`src/rtl/e3_to_bcd_mealy.sv`:
```
// Serial Excess-3 to BCD Mealy converter with parallel digit capture.
// Define E3_TO_BCD_ERR_CHK_EN to build the illegal-code err flag.
module e3_to_bcd_mealy (
  input  logic       clk,
  input  logic       reset,
  input  logic       d_valid,
  input  logic       d_in,
  output logic       d_out,
  output logic [3:0] bcd_q,
  output logic       bcd_rdy,
  output logic       err
);

  typedef enum logic [2:0] {
    S0 = 3'b000,
    S1 = 3'b001,
    S2 = 3'b010,
    S3 = 3'b011,
    S4 = 3'b100,
    S5 = 3'b101,
    S6 = 3'b110,
    SX = 3'b111
  } state_t;

  state_t     state;
  state_t     state_nxt;
  logic       shift_en;
  logic       last;
  logic [2:0] shift;
  logic [3:0] digit;

  // State register: bit position plus borrow.
  always_ff @(posedge clk) begin
    if (reset) state <= S0;
    else       state <= state_nxt;
  end

  // Next state and Mealy output; serial subtract-3 with borrow.
  always_comb begin
    state_nxt = state;
    d_out     = 1'b0;
    shift_en  = 1'b0;
    last      = 1'b0;
    case (state)
      S0: if (d_valid) begin
        d_out     = ~d_in;
        shift_en  = 1'b1;
        state_nxt = d_in ? S2 : S1;
      end
      S1: if (d_valid) begin
        d_out     = d_in;
        shift_en  = 1'b1;
        state_nxt = S3;
      end
      S2: if (d_valid) begin
        d_out     = ~d_in;
        shift_en  = 1'b1;
        state_nxt = d_in ? S4 : S3;
      end
      S3: if (d_valid) begin
        d_out     = ~d_in;
        shift_en  = 1'b1;
        state_nxt = d_in ? S6 : S5;
      end
      S4: if (d_valid) begin
        d_out     = d_in;
        shift_en  = 1'b1;
        state_nxt = S6;
      end
      S5: if (d_valid) begin
        d_out     = ~d_in;
        last      = 1'b1;
        state_nxt = S0;
      end
      S6: if (d_valid) begin
        d_out     = d_in;
        last      = 1'b1;
        state_nxt = S0;
      end
      default: state_nxt = S0;
    endcase
  end

  assign digit = {d_out, shift};

  // Collect bits 0..2, then load the whole digit on bit 3.
  always_ff @(posedge clk) begin
    if (reset) begin
      shift   <= 3'b000;
      bcd_q   <= 4'b0000;
      bcd_rdy <= 1'b0;
    end else begin
      bcd_rdy <= last;
      if (shift_en) shift <= {d_out, shift[2:1]};
      if (last) begin
        shift <= 3'b000;
        bcd_q <= digit;
      end
    end
  end

`ifdef E3_TO_BCD_ERR_CHK_EN
  // Results 10..15 come only from illegal Excess-3 codes.
  always_ff @(posedge clk) begin
    if (reset)     err <= 1'b0;
    else if (last) err <= digit[3] & (digit[2] | digit[1]);
  end
`else
  assign err = 1'b0;
`endif

endmodule
```
`config.mk`:
```
export PLATFORM = sky130hd
export DESIGN_NAME = e3_to_bcd_mealy
export DESIGN_NICKNAME = d
export VERILOG_FILES = /design/src/rtl/e3_to_bcd_mealy.sv
export SDC_FILE = /design/constraint.sdc
export NUM_CORES = 1
export LEC_CHECK = 0
export BUFFER_PORTS_ARGS = -buffer_cell sky130_fd_sc_hd__buf_4
export CAP_MARGIN = 20
export CORE_AREA = 5 5 42 44
export CTS_CLUSTER_DIAMETER = 30
export DETAILED_ROUTE_END_ITERATION = 8
export DIE_AREA = 0 0 47 49
export PLACE_DENSITY = 0.76
export SLEW_MARGIN = 20
export SYNTH_ARGS = -nofsm -noshare
export SYNTH_HDL_FRONTEND = slang
export SYNTH_SLANG_ARGS = --single-unit
```
`constraint.sdc`:
```
create_clock -name clk -period 2.1 [get_ports clk]
set_input_delay 0.315 -clock clk [delete_from_list [all_inputs] [get_ports clk]]
set_output_delay 0.315 -clock clk [all_outputs]
set_load 0.02 [all_outputs]
```
==> After elaboration in Yosys (flattened, before gate mapping) <==
Cells that the tools add are included.
{ "classes": {"n_addsub": 0, "n_mul": 0, "div": 0, "order_cmp": 0, "n_eq_ne": 12, "shifts": 0, "muxes": 16, "bitwise": 1, "n_reduce_logical": 7} }
{ "ops": {"columns": ["op", "n"], "rows": [
  ["2-to-1 mux 3 bit", 7],
  ["one-hot mux 3 bit (6 select lines)", 1],
  ["inequality test 2 bit (second input constant)", 5],
  ["equality test 3 bit (second input constant)", 3],
  ["equality test 3 x 2 -> 1 bit (second input constant)", 2],
  ["AND reduction 6 bit", 1],
  ["2-to-1 mux 1 bit", 5],
  ["OR reduction 5 bit", 1],
  ["2-to-1 mux 2 bit", 2],
  ["OR reduction 2 bit", 2],
  ["OR reduction 4 bit", 1],
  ["equality test 3 x 1 -> 1 bit (second input constant)", 1],
  ["zero test 3 bit", 1],
  ["OR reduction 3 bit", 1],
  ["inequality test 2 x 1 -> 1 bit (second input constant)", 1],
  ["one-hot mux 1 bit (2 select lines)", 1],
  ["inverter 1 bit", 1]
]} }
{ "word_totals": {"regBits": 11, "latch_bits": 0, "mem_bits_rw": 0, "romBits": 0, "out_inout_bits": 7, "mem_count": 0} }

==> Logic depth before layout (Yosys ltp) <==
{ "depth": {"ltp_word": 4, "mapped_depth": 5, "ltp_nobuf": 4} }

==> Worst setup path after synthesis <==
No wires, ideal clock.
{ "synth_path": {"kind": "in2out", "start": "input port d_in", "end": "output port d_out", "arrival_time_ps": 1061, "slack_ps": 724, "path_stages": 5, "n_path_buf": 1, "cell_sequence": "buf_4 -> nor2b_1 -> a22oi_1 -> o21ai_1 -> and2_1"} }
{ "synth_between": {"elab_chain_cells": 3, "word_cells_on_any_way": 4} }
{ "synth_lines": {"columns": ["item", "line_no", "source"], "rows": [
  ["start: declaration", "7", "input logic d_in,"],
  ["inverter 1 bit", null, null],
  ["2-to-1 mux 1 bit", null, null],
  ["one-hot mux 1 bit (2 select lines) *", "44", "case (state)"],
  ["end: declaration", "8", "output logic d_out,"]
]} }
Every way passes the cells marked *; elsewhere a longest branch is shown, timed or not.

==> Final worst setup path <==
{ "layout_path": {"start": "register state[0]", "end": "output port d_out"} }
{ "layout_between": {"elab_chain_cells": 3, "word_cells_on_any_way": 10} }
{ "layout_lines": {"columns": ["item", "line_no", "source"], "rows": [
  ["start: declaration", "25", "state_t state;"],
  ["start signal: assignment", "35", "else state <= state_nxt;"],
  ["equality test 3 bit, or another cell as far along", "44", null],
  ["OR reduction 4 bit (no source line) or OR reduction 3 bit (tied branches)", null, null],
  ["one-hot mux 1 bit (2 select lines) *", "44", null]
]} }
Marked as above.

==> key figures <==
Finish
  • Reg area: 220 µm²
  • Final nets: 84
  • Post-route insts no fill: 95
  • # fillers: 150
  • Ratio of cells with drive above 1 in the final layout: 20.3%
  • Footprint of the multi-input gates: 318 µm²
  • Final core occ: 46.8%
  • Layout overhead on the synthesized area: 9.39%
  • Antenna cells: 0

Critical path
  • Crit Path Max Fanout: 13
  • R2R Setup Slk: 720 ps
  • Startpoint Class: flip-flop
  • Worst R2R End: shift[2]$_SDFFE_PP0P_
  • Worst path slowest cell: dfxtp_1
  • Crit-path cells: nor2b_1 -> a22oi_1 -> o21ai_1 -> and2_1 -> buf_4
  • Slowest stage delay, CP: 610 ps
  • Reg2Reg Depth: 4
  • Worst R2R Start: state[0]$_SDFFE_PP0P_
  • Setup crit end kind: primary output
  • Critical Path RT: 1780 ps
  • Crit Path Class: flip-flop to primary output
  • Worst EP arrival: 1600 ps

Timing
  • Fin crit period: 1920 ps
  • Unrepaired setup endpoints after global routing: false
  • Fin crit share: 91.3%
  • Final setup vio count: 0
  • Final Hold Viols: 0
  • Maximum clock rate: 521 MHz
  • Setup Total Neg Slack: 0 ps
  • Max-slew violations: 0
  • Clk_skew: 4.13 ps

Clock network
  • Root buf cell: clkbuf_4
  • Post-CTS Setup Repair Bufs: 0
  • Resized Gates After CTS: 0
  • CTS max path bufs: 2
  • Clock transition at path regs: 70 ps
  • CTS tree: yes
  • CTS sink cnt: 11
  • # H-tree levels: 1
  • Num CTS Buffers: 3
  • # hold bufs at CTS: 0
  • Clk Latency, worst-skew pair: 270 ps

Synthesis
  • Synth Flop Type: dfxtp_1
  • Post-Synthesis Net Count: 77
  • Synth unique cells: 28
  • Dominant cells by area after synthesis: dfxtp_1 (37%), a21oi_1 (8.4%), a22o_1 (5.8%), buf_4 (5.0%), nand2_1 (4.4%)
  • Sequential-to-total area share from yosys stat: 36.7%
  • Synth Cell Area: 599 µm²
  • Top-area cell type share of the netlist area: 36.7%
  • Yosys warning count: 0
  • Dominant cell by count in the synthesized netlist: dfxtp_1
  • Mean Syn Cell Area: 8.21 µm²
  • #FFs+latches synth: 11
  • EDFF count, synth: 0
  • Post-Synthesis Cells: 73
  • Post-synth ARST share: 0%
  • Synth area leader: dfxtp_1
  • Synth top cells by count: dfxtp_1 (11), a21oi_1 (10), nand2_1 (7)

Detailed routing
  • Post-Route M1 WL: 498 µm
  • Wirelength per Cell: 12.6 µm
  • Met3 wire length: 101 µm
  • Iter 0 DRT Violations: 13
  • Vias per Instance: 5.42
  • Top Layer Used: met4
  • Post-Route WL: 1200 µm
  • DR pass1 iterations: 4
  • Via Count: 515
  • Post-route ant nets: 0
  • Metal2 WL: 577 µm
  • Remaining routing DRC violations: 0

Power
  • Leak: 0.000255 µW
  • Total design power: 445 µW
  • Max IR drop VDD: 0.327 mV
  • Pwr Density: 678 mW/mm²

Worst hold path
  • Hold wc startpoint: reset
  • Worst Hold Depth: 2
  • Min-delay worst type: input pin to flip-flop
  • WHS Endpoint: state[0]$_SDFFE_PP0P_

Placed design
  • Placed wire-length estimate: 860 µm
  • Routability congestion estimate: 0.805
  • Port-buffer cells: 9
  • Post-placement cell count: 91

Floorplanning
  • I/O pin count: 11
  • Die Y: 49 µm
  • Initial core utilization: 42.8%
  • Area of the die: 0.00230 mm²
  • Core area: 0.00140 mm²
  • Die X: 47 µm
  • Cell row count: 14

Global routing
  • GRT Residual Overflow: 0
  • First-pass GRT wire length: 1940 µm
  • All-Layer GR Usage: 11.6%
  • Pin count of the biggest net entering global routing: 17
  • Vias in the first global route: 441
  • Initial antenna violation count: 0

Outcome
  • Status: finished, final reports clean

Job
  • Max-cap violations: 0
[worst max-delay path: cells and delay by family, from the launching register on]
family	cells	cell delay, ps
and+or+nand+nor	2	270
DFF	1	610
buffers and inverters	1	150
AOI/OAI and AO/OA	2	300
[power breakdown]
| part | total (µW) | internal [µW] | switching [µW] |
|---|---|---|---|
| clock | 145 | 73.5 | 71.9 |
| sequential | 233 | 216 | 17.1 |
| combinational | 66.0 | 31.3 | 34.7 |
[registers in the layout, indices dropped and copies added (netlist names)]
signal   cells
state        3
bcd_q        4
shift        3
bcd_rdy      1
[per-stage QoR]
step,setup WS (ps),instance area [µm²],hold slack (ps)
2_1_floorplan,724,599,384
3_3_place_gp,536,629,449
3_5_place_dp,476,629,459
4_1_cts,188,656,244
5_1_grt,72.6,656,240
6_report,182,656,244
[cells in the final DEF (no fill, tap or decap), types with 2 or more instances in the layout]
cell type	count
dfxtp_1	11
a21oi_1	10
buf_4	9
nand2_1	7
nor2_1	5
o21ai_0	5
a22o_1	4
xnor2_1	3
clkbuf_4	3
o21ai_1	2
and2_1	2
nand3_1	2
[cells by family (layout without fill, tap and decap cells)]
| logic type | Yosys count | after routing | share of synthesized area, % |
|---|---|---|---|
| buffers and inverters | 8 | 14 | 10.2 |
| DFF | 11 | 11 | 36.7 |
| and+or+nand+nor | 26 | 26 | 24.2 |
| AOI/OAI and AO/OA | 24 | 24 | 23.8 |
| other | 1 | 1 | 0.626 |
| xor gates and xnor gates | 3 | 3 | 4.38 |
[worst max-delay path by stage]
| stage | start | end | slack [ps] | cells past startpoint |
|---|---|---|---|---|
| after floorplan | d_in | d_out | 720 | 5 |
| after global placement | state[0]$_SDFFE_PP0P_ | d_out | 540 | 5 |
| after detailed placement | state[0]$_SDFFE_PP0P_ | d_out | 480 | 5 |
| after CTS | state[0]$_SDFFE_PP0P_ | d_out | 190 | 5 |
| after global routing | state[0]$_SDFFE_PP0P_ | d_out | 70 | 5 |
| final | state[0]$_SDFFE_PP0P_ | d_out | 180 | 5 |
[layout make-up]
class	count	share of cell area, %
timing repair buffer	9	10.3
sequential	11	33.6
inverter	1	0.573
tap	16	3.05
clock buffer	4	4.01
multi-input combinational	54	48.5
[metal layers]
metal	GRT usage [%]	vias to the layer above
met3	3.32	2
met4	6.91	0
met2	15.6	24
li1	-	261
met5	0	-
met1	15.8	228
No activity file was read; power rests on OpenSTA's default activity.
